`src/rtl/delay_line_sequencer_pkg.sv`:
```
// rtl/delay_line_sequencer_pkg.sv - shared types and constants for the delay line sequencer
package delay_line_sequencer_pkg;

    localparam int ADDR_W_DEF = 16;
    localparam int DATA_W_DEF = 16;

    localparam logic [15:0] SAT_MAX = 16'h7FFF;
    localparam logic [15:0] SAT_MIN = 16'h8000;

    typedef enum logic [1:0] {
        ST_IDLE  = 2'd0,
        ST_WRITE = 2'd1,
        ST_READ  = 2'd2,
        ST_DONE  = 2'd3
    } state_t;

    typedef enum logic [1:0] {
        MODE_BYPASS = 2'd0,
        MODE_ECHO   = 2'd1,
        MODE_PLAY   = 2'd2
    } mode_t;

endpackage

```
`src/rtl/delay_line_sequencer_if.sv`:
```
// rtl/delay_line_sequencer_if.sv - single-port off-chip memory bus with ready handshake
interface delay_line_sequencer_if #(
    parameter int ADDR_W = delay_line_sequencer_pkg::ADDR_W_DEF,
    parameter int DATA_W = delay_line_sequencer_pkg::DATA_W_DEF
);
    logic              memory_we;
    logic              memory_re;
    logic [ADDR_W-1:0] address_out;
    logic [DATA_W-1:0] data_out;
    logic              off_chip_mem_ready;
    logic [DATA_W-1:0] mem_rdata;

    modport master (
        output memory_we, memory_re, address_out, data_out,
        input  off_chip_mem_ready, mem_rdata
    );

    modport slave (
        input  memory_we, memory_re, address_out, data_out,
        output off_chip_mem_ready, mem_rdata
    );
endinterface

```
`src/rtl/delay_line_sequencer_tick_sync.sv`:
```
// rtl/delay_line_sequencer_tick_sync.sv - 2-FF synchronizer plus rising-edge pulse for ADC-domain clocks
module delay_line_sequencer_tick_sync (
    input  logic clk,
    input  logic rst,
    input  logic i_async,
    output logic o_pulse
);
    logic r_sync1;
    logic r_sync2;
    logic r_sync3;
    logic r_pulse;

    // Pulse is registered so it lands exactly three clk edges after the async rise.
    always_ff @(posedge clk or posedge rst) begin
        if (rst) begin
            r_sync1 <= 1'b0;
            r_sync2 <= 1'b0;
            r_sync3 <= 1'b0;
            r_pulse <= 1'b0;
        end else begin
            r_sync1 <= i_async;
            r_sync2 <= r_sync1;
            r_sync3 <= r_sync2;
            r_pulse <= r_sync2 & ~r_sync3;
        end
    end

    assign o_pulse = r_pulse;
endmodule

```
`src/rtl/delay_line_sequencer.sv`:
```
// rtl/delay_line_sequencer.sv - per-ADC-sample echo/loop memory sequencer feeding the output mixer
module delay_line_sequencer
    import delay_line_sequencer_pkg::*;
#(
    parameter int ADDR_W = ADDR_W_DEF,
    parameter int DATA_W = DATA_W_DEF
) (
    input  logic                 clk,
    input  logic                 rst,
    input  logic                 i_adc_clock,
    input  logic [DATA_W-1:0]    i_sample_in,
    input  logic                 i_record,
    input  logic                 i_loop,
    input  logic [ADDR_W-1:0]    i_delay_reverb,
    delay_line_sequencer_if.master mem,
    output logic [DATA_W-1:0]    o_sample_out,
    output logic                 o_sample_valid,
    output logic                 o_busy,
    output logic                 o_overrun
);
    localparam logic [DATA_W-1:0] L_SAT_MAX =
        (DATA_W == 16) ? DATA_W'(SAT_MAX) : {1'b0, {(DATA_W-1){1'b1}}};
    localparam logic [DATA_W-1:0] L_SAT_MIN =
        (DATA_W == 16) ? DATA_W'(SAT_MIN) : {1'b1, {(DATA_W-1){1'b0}}};

    state_t r_state;
    state_t w_next;
    mode_t  r_mode;
    mode_t  w_tick_mode;

    logic              w_tick;
    logic              w_ready;
    logic [DATA_W-1:0] w_rdata;

    logic [DATA_W-1:0] r_s_lat;
    logic [DATA_W-1:0] r_rd_data;
    logic [DATA_W-1:0] r_sample_hold;
    logic [ADDR_W-1:0] r_addr_hold;
    logic [DATA_W-1:0] r_data_hold;
    logic [ADDR_W-1:0] r_wr_ptr;
    logic [ADDR_W-1:0] r_play_ptr;
    logic [ADDR_W-1:0] r_loop_len;
    logic              r_record_d;
    logic              r_overrun;

    logic              w_we;
    logic              w_re;
    logic [ADDR_W-1:0] w_addr;
    logic [DATA_W-1:0] w_data;
    logic [ADDR_W-1:0] w_rd_addr;
    logic [DATA_W:0]   w_sum;
    logic [DATA_W-1:0] w_echo_mix;
    logic [DATA_W-1:0] w_result;
    logic [ADDR_W-1:0] w_play_inc;

    delay_line_sequencer_tick_sync u_tick_sync (
        .clk     (clk),
        .rst     (rst),
        .i_async (i_adc_clock),
        .o_pulse (w_tick)
    );

    assign w_ready = mem.off_chip_mem_ready;
    assign w_rdata = mem.mem_rdata;

    // An empty loop has nothing to play, so it degrades to a straight pass-through.
    always_comb begin
        w_tick_mode = MODE_BYPASS;
        if (i_record) begin
            w_tick_mode = MODE_ECHO;
        end else if (i_loop && (r_loop_len != '0)) begin
            w_tick_mode = MODE_PLAY;
        end
    end

    assign w_rd_addr  = (r_mode == MODE_ECHO) ? (r_wr_ptr - i_delay_reverb) : r_play_ptr;
    assign w_sum      = {r_s_lat[DATA_W-1], r_s_lat} + {r_rd_data[DATA_W-1], r_rd_data};
    assign w_echo_mix = (w_sum[DATA_W] != w_sum[DATA_W-1])
                        ? (w_sum[DATA_W] ? L_SAT_MIN : L_SAT_MAX)
                        : w_sum[DATA_W-1:0];
    assign w_result   = (r_mode == MODE_ECHO) ? w_echo_mix : r_rd_data;
    assign w_play_inc = r_play_ptr + 1'b1;

    always_ff @(posedge clk or posedge rst) begin
        if (rst) begin
            r_state <= ST_IDLE;
        end else begin
            r_state <= w_next;
        end
    end

    always_comb begin
        w_next = r_state;
        case (r_state)
            ST_IDLE: begin
                if (w_tick) begin
                    case (w_tick_mode)
                        MODE_ECHO: w_next = ST_WRITE;
                        MODE_PLAY: w_next = ST_READ;
                        default:   w_next = ST_DONE;
                    endcase
                end
            end
            ST_WRITE: if (w_ready) w_next = ST_READ;
            ST_READ:  if (w_ready) w_next = ST_DONE;
            ST_DONE:  w_next = ST_IDLE;
            default:  w_next = ST_IDLE;
        endcase
    end

    always_comb begin
        w_we           = 1'b0;
        w_re           = 1'b0;
        w_addr         = r_addr_hold;
        w_data         = r_data_hold;
        o_sample_valid = 1'b0;
        o_sample_out   = r_sample_hold;
        o_busy         = (r_state != ST_IDLE);
        case (r_state)
            ST_WRITE: begin
                w_we   = 1'b1;
                w_addr = r_wr_ptr;
                w_data = r_s_lat;
            end
            ST_READ: begin
                w_re   = 1'b1;
                w_addr = w_rd_addr;
            end
            ST_DONE: begin
                o_sample_valid = 1'b1;
                o_sample_out   = w_result;
            end
            default: ;
        endcase
    end

    assign mem.memory_we   = w_we;
    assign mem.memory_re   = w_re;
    assign mem.address_out = w_addr;
    assign mem.data_out    = w_data;
    assign o_overrun       = r_overrun;

    always_ff @(posedge clk or posedge rst) begin
        if (rst) begin
            r_s_lat       <= '0;
            r_rd_data     <= '0;
            r_sample_hold <= '0;
            r_addr_hold   <= '0;
            r_data_hold   <= '0;
            r_wr_ptr      <= '0;
            r_play_ptr    <= '0;
            r_loop_len    <= '0;
            r_record_d    <= 1'b0;
            r_overrun     <= 1'b0;
            r_mode        <= MODE_BYPASS;
        end else begin
            r_record_d  <= i_record;
            r_addr_hold <= w_addr;
            r_data_hold <= w_data;

            // Ticks are only accepted in IDLE; anything else is lost and flagged.
            if (w_tick) begin
                if (r_state == ST_IDLE) begin
                    r_s_lat <= i_sample_in;
                    r_mode  <= w_tick_mode;
                    if (w_tick_mode == MODE_BYPASS) begin
                        r_rd_data <= i_sample_in;
                    end
                end else begin
                    r_overrun <= 1'b1;
                end
            end

            if ((r_state == ST_READ) && w_ready) begin
                r_rd_data <= w_rdata;
            end

            if (r_state == ST_DONE) begin
                r_sample_hold <= w_result;
                if (r_mode == MODE_ECHO) begin
                    r_wr_ptr <= r_wr_ptr + 1'b1;
                end else if (r_mode == MODE_PLAY) begin
                    r_play_ptr <= (w_play_inc == r_loop_len) ? '0 : w_play_inc;
                end
            end

            // Record edges override the pointer stepping above.
            if (i_record && !r_record_d) begin
                r_wr_ptr <= '0;
            end
            if (!i_record && r_record_d) begin
                r_loop_len <= r_wr_ptr;
                r_play_ptr <= '0;
            end
        end
    end
endmodule

```
`src/flat_wrapper.sv`:
```
// flat-port wrapper written by rule: the top's interface ports become plain ports
module delay_line_sequencer_flat import delay_line_sequencer_pkg::*;
#(
    parameter int ADDR_W = ADDR_W_DEF,
    parameter int DATA_W = DATA_W_DEF
)
  (clk, rst, i_adc_clock, i_sample_in, i_record, i_loop, i_delay_reverb, o_sample_out, o_sample_valid, o_busy, o_overrun, mem_memory_we, mem_memory_re, mem_address_out, mem_data_out, mem_off_chip_mem_ready, mem_mem_rdata);
  delay_line_sequencer_if #(.ADDR_W(ADDR_W), .DATA_W(DATA_W)) mem_i ();
  input  logic clk;
  input  logic rst;
  input  logic i_adc_clock;
  input  logic [DATA_W-1:0] i_sample_in;
  input  logic i_record;
  input  logic i_loop;
  input  logic [ADDR_W-1:0] i_delay_reverb;
  output logic [DATA_W-1:0] o_sample_out;
  output logic o_sample_valid;
  output logic o_busy;
  output logic o_overrun;
  output wire logic [$bits(mem_i.memory_we)-1:0] mem_memory_we;
  output wire logic [$bits(mem_i.memory_re)-1:0] mem_memory_re;
  output wire logic [$bits(mem_i.address_out)-1:0] mem_address_out;
  output wire logic [$bits(mem_i.data_out)-1:0] mem_data_out;
  input wire logic [$bits(mem_i.off_chip_mem_ready)-1:0] mem_off_chip_mem_ready;
  input wire logic [$bits(mem_i.mem_rdata)-1:0] mem_mem_rdata;
  assign mem_memory_we = mem_i.memory_we;
  assign mem_memory_re = mem_i.memory_re;
  assign mem_address_out = mem_i.address_out;
  assign mem_data_out = mem_i.data_out;
  assign mem_i.off_chip_mem_ready = mem_off_chip_mem_ready;
  assign mem_i.mem_rdata = mem_mem_rdata;
  delay_line_sequencer #(.ADDR_W(ADDR_W), .DATA_W(DATA_W)) u_core (.clk(clk), .rst(rst), .i_adc_clock(i_adc_clock), .i_sample_in(i_sample_in), .i_record(i_record), .i_loop(i_loop), .i_delay_reverb(i_delay_reverb), .mem(mem_i), .o_sample_out(o_sample_out), .o_sample_valid(o_sample_valid), .o_busy(o_busy), .o_overrun(o_overrun));
endmodule
```
`config.mk`:
```
export PLATFORM = sky130hd
export DESIGN_NAME = delay_line_sequencer_flat
export DESIGN_NICKNAME = d
export VERILOG_FILES = /design/src/rtl/delay_line_sequencer_pkg.sv /design/src/rtl/delay_line_sequencer_if.sv /design/src/rtl/delay_line_sequencer_tick_sync.sv /design/src/rtl/delay_line_sequencer.sv /design/src/flat_wrapper.sv
export SDC_FILE = /design/constraint.sdc
export NUM_CORES = 1
export LEC_CHECK = 0
export ABC_AREA = 1
export CORE_MARGIN = 2
export CORE_UTILIZATION = 52
export DETAILED_ROUTE_END_ITERATION = 8
export PLACE_DENSITY = 0.75
export SYNTH_ARGS = -nofsm -noshare
export SYNTH_HDL_FRONTEND = slang
export SYNTH_SLANG_ARGS = --single-unit
```
`constraint.sdc`:
```
create_clock -name clk -period 6.6 [get_ports clk]
set_input_delay 1.98 -clock clk [delete_from_list [all_inputs] [get_ports clk]]
set_output_delay 1.98 -clock clk [all_outputs]
set_load 0.01 [all_outputs]
```
# --- Yosys cells after proc, flatten, opt, wreduce, memory -nomap -nowiden ---
# Cells that the tools add are included.
totals:
  ff_bits: 138
  input_bits: 54
  out_inout_bits: 53
  elab_cells: 88
op_classes:
  n_bitwise: 3
  n_mux: 29
  reduce_logical: 23
  n_addsub: 4
  n_eq_ne: 13
ops:
  columns: ["op", "count"]
  rows:
  - ["16-bit two-way mux", 18]
  - ["16-bit by 1-bit adder with 16-bit output, second input constant", 2]
  - ["16-bit one-hot mux with 2 select lines", 1]
  - ["16-bit by 16-bit adder with 17-bit output", 1]
  - ["16-bit == test", 1]
  - ["16-bit nonzero test", 1]
  - ["2-bit nonzero test", 8]
  - ["16-bit subtractor", 1]
  - ["2-bit two-way mux", 5]
  - ["3-bit AND reduction", 3]
  - ["2-bit == test, second input constant", 4]
  - ["2-bit != test, second input constant", 4]
  - ["2-bit one-hot mux with 4 select lines", 1]
  - ["2-bit by 1-bit == test with 1-bit output, second input constant", 3]
  - ["2-bit AND reduction", 3]
  - ["1-bit logical AND", 4]
  - ["2-bit logical NOT", 2]
  - ["2-bit one-hot mux with 2 select lines", 1]
  - ["1-bit two-way mux", 3]
  - ["1-bit logical NOT", 2]
  - ["1-bit NOT", 2]
  - ["1-bit AND", 1]
  - ["1-bit != test", 1]

# --- Logic depth before layout (Yosys ltp) ---
logic_depth:
  ltp_word: 9
  mapped_depth: 17
  mapped_depth_nobuf: 16

# --- By module ---
# From an unflattened synthesis, not the netlist that was laid out.
unflattened:
  cells_unflattened: 1250
  area_unflattened_um2: 8625.8
by_module_without_submodules:
  columns: ["mod", "n_inst", "seq_area_each_um2", "cells_each", "area_each_um2"]
  rows:
  - ["delay_line_sequencer", 1, 3353.2, 1243, 8511.9]
  - ["delay_line_sequencer_tick_sync", 1, 100.1, 7, 113.9]

# --- Worst setup path before layout ---
# No wires, ideal clock.
synth_timing:
  path_kind: "input port to output port"
  start: "in i_delay_reverb[0]"
  end: "out mem_address_out[8]"
  slack_ns: 1.006
  t_arrival_ns: 3.614
  path_stages: 12
  n_path_buf: 0
  required_ns: 4.620
  cell_sequence: "ha_1 -> inv_1 -> fa_1 -> nand3_1 -> nand2_1 -> a21boi_0 -> nor2_1 -> nor2_1 -> nand2_1 -> nand2_1 -> o21ai_0 -> a21oi_1"
synth_between:
  elab_chain_len: 3
synth_lines:
  columns: ["element", "line", "rtl"]
  rows:
  - ["from (decl)", "flat_wrapper.sv:15", "input logic [ADDR_W-1:0] i_delay_reverb;"]
  - ["16-bit subtractor", "delay_line_sequencer.sv:76", "assign w_rd_addr = (r_mode == MODE_ECHO) ? (r_wr_ptr - i_delay_reverb) : r_play_ptr;"]
  - ["16-bit two-way mux", "delay_line_sequencer.sv:76", null]
  - ["16-bit one-hot mux with 2 select lines", "delay_line_sequencer.sv:119", "case (r_state)"]
  - ["to (decl)", "flat_wrapper.sv:22", "output wire logic [$bits(mem_i.address_out)-1:0] mem_address_out;"]
# Every way passes these cells.

# --- Worst setup path after layout ---
layout_timing:
  start: "in i_delay_reverb[11]"
  end: "out mem_address_out[13]"
# The elaborated chain is that of the path after synthesis.

==> impl_metrics.py <==
metrics = {
    "timing": {
        "finalCriticalPeriod_ns": 6.49,
        "hold_viol_final": 0,
        "worst_slew_pin_slew_ns": 1.13,
        "drv_slew": 0,
        "grt_setup_unrepaired": "no",
        "finalSetupViolations": 0,
        "fin_crit_sh_pct": 98.3,
        "finalSetupTns_ns": 0,
        "timing.slew.headroom_pct": 24.7,
        "skew_ns": 0.00681,
        "max_freq_mhz": 154,
    },
    "die": {
        "ioPinCount": 107,
        "initial_core_util_pct": 52.9,
        "fp.dieH_microns": 134,
        "dieWidth_microns": 134,
        "row_count": 47,
        "coreArea_sq_um": 16500,
        "die_area_sq_um": 17800,
    },
    "place": {
        "hpwlAfterDp_mm": 18.2,
        "place.gp.congestion": 0.920,
        "io_buffers": 106,
    },
    "route": {
        "drtAntennaViolNets": 0,
        "wl_mm": 24.8,
        "dr_total_vias": 8415,
        "wl_per_cell_microns": 15.9,
        "vias_per_cell": 5.40,
        "drc_errors": 0,
        "drtIter0Drc": 771,
        "drt_pre_antenna_iters": 5,
    },
    "global_route": {
        "met2_usage_pct": 41.4,
        "antenna_found_initial": 2,
        "grt_first_pass_wirelength_mm": 40.2,
        "grt_max_degree": 110,
        "overflow": 0,
        "use_met3_pct": 6.66,
        "grt_pass1_vias": 7748,
        "met1_usage_pct": 42.9,
        "track_usage_pct": 28.8,
        "grt-busiest-layer": "met1",
    },
    "worst_setup_path": {
        "reg2reg_slack_ns": 3.75,
        "worstPathArrival_ns": 4.51,
        "required_ns": 4.62,
        "cp-startpoint": "i_delay_reverb[11]",
        "crit_fanout": 5,
        "crit_path_start_kind": "input port",
        "criticalPathCategory": "input port to output port",
        "setup.worst_path.end_class": "output port",
        "worstReg2RegStart": "u_core.r_s_lat[0]$_DFFE_PP0P_",
    },
    "clock_network": {
        "clkLatencyLatePin_ns": 0.43,
        "cts.sinks": 138,
        "htreeDepth": 4,
        "ctsHoldBuffers": 0,
        "clk_root_buffer_cell": "clkbuf_16",
        "clockBufferDepth": 2,
        "cts_buffers": 17,
        "cts_tree": "yes",
        "clkTransAtPathRegs_ns": 0.06,
    },
    "yosys": {
        "syn_inst": 1224,
        "ys_ff_latch": 138,
        "yosysSeqAreaShare_pct": 39.5,
        "synth_area_leader_cell": "dfrtp_1",
        "synthFlopType": "dfrtp_1",
        "avgSynthCellArea_sq_um": 7.14,
        "synth-async-reset-ratio_pct": 100,
        "syn_area_sq_um": 8730,
        "synth.distinct_cells": 41,
        "ys_warn_count": 0,
        "yosys.area.top_type_share_pct": 39.5,
        "synth_edf_count": 0,
        "syn-num-nets": 1318,
        "ys_top_cells_by_area": "dfrtp_1 (40%), nand2_1 (17%), inv_1 (6.1%)",
    },
    "power_and_ir_drop": {
        "power_w": 0.00507,
        "irDropWorstVdd_uv": 341,
        "p_per_area_nw_per_um2": 479,
        "p_leak_nw": 5.29,
    },
    "worst_hold_path": {
        "hp-start": "u_core.u_tick_sync.r_sync1$_DFF_PP0_",
        "hp-class": "register to register",
    },
    "final_layout": {
        "n_fill_cell": 1440,
        "final_util_pct": 64.1,
        "drive_above_1_share_pct": 7.27,
        "area_growth_pct": 21.3,
        "layout.nets": 1416,
    },
    "run_status": {
        "outcome": "finished clean",
    },
    "job": {
        "maxCapViolCount": 0,
    },
}
[layer usage]
metal / vias to the layer above / routed length [microns] / part of all wire, %
met5: - / 0 / 0
met4: 0 / 413 / 1.7
met3: 41 / 1900 / 7.7
met2: 316 / 10600 / 43
met1: 3928 / 11900 / 48
li1: 4130 / - / -
[power breakdown]
part / total (W) / internal (W) / switching [W] / leakage, nW
logic: 0.00287 / 0.00115 / 0.00172 / 3.25
clock network: 0.000931 / 0.000525 / 0.000406 / 0.277
registers: 0.00127 / 0.00112 / 0.000150 / 1.77
[flip-flops by register name (all words and copies together), names as in the netlist]
name	count
u_core.r_addr_hold	16
u_core.r_data_hold	16
u_core.r_loop_len	16
u_core.r_play_ptr	16
u_core.r_rd_data	16
u_core.r_s_lat	16
u_core.r_sample_hold	16
u_core.r_wr_ptr	16
u_core.r_mode	2
u_core.r_state	2
u_core.o_overrun	1
u_core.r_record_d	1
u_core.u_tick_sync.o_pulse	1
u_core.u_tick_sync.r_sync1	1
u_core.u_tick_sync.r_sync2	1
u_core.u_tick_sync.r_sync3	1
[cell usage after synthesis (16+ instances only)]
library cell	number
o211ai_1	20
inv_1	143
nand2_2	17
dfrtp_1	138
nor3_1	16
nand2_1	391
nand3_1	59
nor2_1	90
a21oi_1	105
ha_1	38
o21ai_0	74
clkbuf_1	29
[timing repair]
action                                  4_1_cts  5_1_grt
setup buffers                                 0        0
resized for setup                             0       12
endpoints found under the setup margin        0        9
[stage by stage]
stage / cell area, sq um / hold WS, ns / setup slack, ns / instances
CTS: 10600 / 0.367 / 0.0144 / 1555
finish: 10600 / 0.367 / 0.114 / 1557
global placement: 9980 / 0.334 / 0.0411 / 1523
detailed placement: 9980 / 0.353 / 0.0164 / 1523
global route: 10600 / 0.372 / 0.00233 / 1555
floorplan: 8730 / 0.331 / 0.924 / 1224
[cell families after synthesis]
family | count (synthesis) | share of synthesized area (%)
buffers and inverters | 188 | 8.38
AND/OR/NAND/NOR | 626 | 31.0
adder cells (fa/ha/maj) | 40 | 5.90
XOR/XNOR | 16 | 1.60
AO/OA/AOI/OAI | 215 | 13.4
flip-flops | 138 | 39.5
multiplexers | 1 | 0.129
[area by class of cell]
cell class | count | area [sq um] | area share (%)
antenna | 2 | 5.00 | 0.0472
clock buffer | 17 | 425 | 4.02
clock inverter | 15 | 144 | 1.36
inverter | 151 | 572 | 5.40
multi-input combinational | 898 | 4570 | 43.1
sequential | 138 | 3450 | 32.6
tap | 220 | 275 | 2.60
timing repair buffer | 116 | 1150 | 10.9
[placed cells by master (no fill, tap or decap), types with 3 or more instances in the layout]
cell type | netlist | layout
a21o_1 | 3 | 3
a21oi_1 | 105 | 101
a21oi_2 | 0 | 4
and2_1 | 4 | 4
buf_4 | 4 | 10
clkbuf_16 | 0 | 17
clkdlybuf4s50_1 | 0 | 99
clkinv_1 | 4 | 4
clkinv_2 | 0 | 3
clkinv_4 | 0 | 5
dfrtp_1 | 138 | 138
dlymetal6s2s_1 | 0 | 7
ha_1 | 38 | 37
inv_1 | 143 | 142
inv_2 | 4 | 4
inv_6 | 0 | 3
nand2_1 | 391 | 391
nand2_2 | 17 | 17
nand3_1 | 59 | 59
nand3_2 | 5 | 5
nand3b_1 | 5 | 5
nand4_1 | 8 | 8
nor2_1 | 90 | 90
nor2_2 | 5 | 5
nor2_4 | 8 | 8
nor3_1 | 16 | 16
nor4_1 | 9 | 9
o211ai_1 | 20 | 20
o21ai_0 | 74 | 74
o21ai_1 | 3 | 3
o21bai_1 | 4 | 4
or2_2 | 4 | 4
xnor2_1 | 7 | 7
xor2_1 | 9 | 9
[worst paths after layout]
path | cells past startpoint | endpoint
max | 13 | mem_address_out[13]
min | 0 | u_core.u_tick_sync.r_sync2$_DFF_PP0_
max reg2reg | 15 | u_core.r_sample_hold[4]$_DFF_PP0_
min reg2reg | 0 | u_core.u_tick_sync.r_sync2$_DFF_PP0_
max in group asynchronous | 3 | u_core.r_addr_hold[1]$_DFF_PP0_
min in group asynchronous | 2 | u_core.r_play_ptr[0]$_DFFE_PP0P_
[critical path: stages]
cell and delay, ns:
clkdlybuf4s50_1 0.45, inv_1 0.06, ha_1 0.35, nand2_1 0.11, nor2_1 0.15, a21boi_0 0.22, nor3_1 0.07, nand2_1 0.12
nand2_1 0.06, nand2_1 0.05, o21ai_0 0.07, a21oi_1 0.21, clkdlybuf4s50_1 0.60
Note: power is estimated with default switching activity, not from simulation.
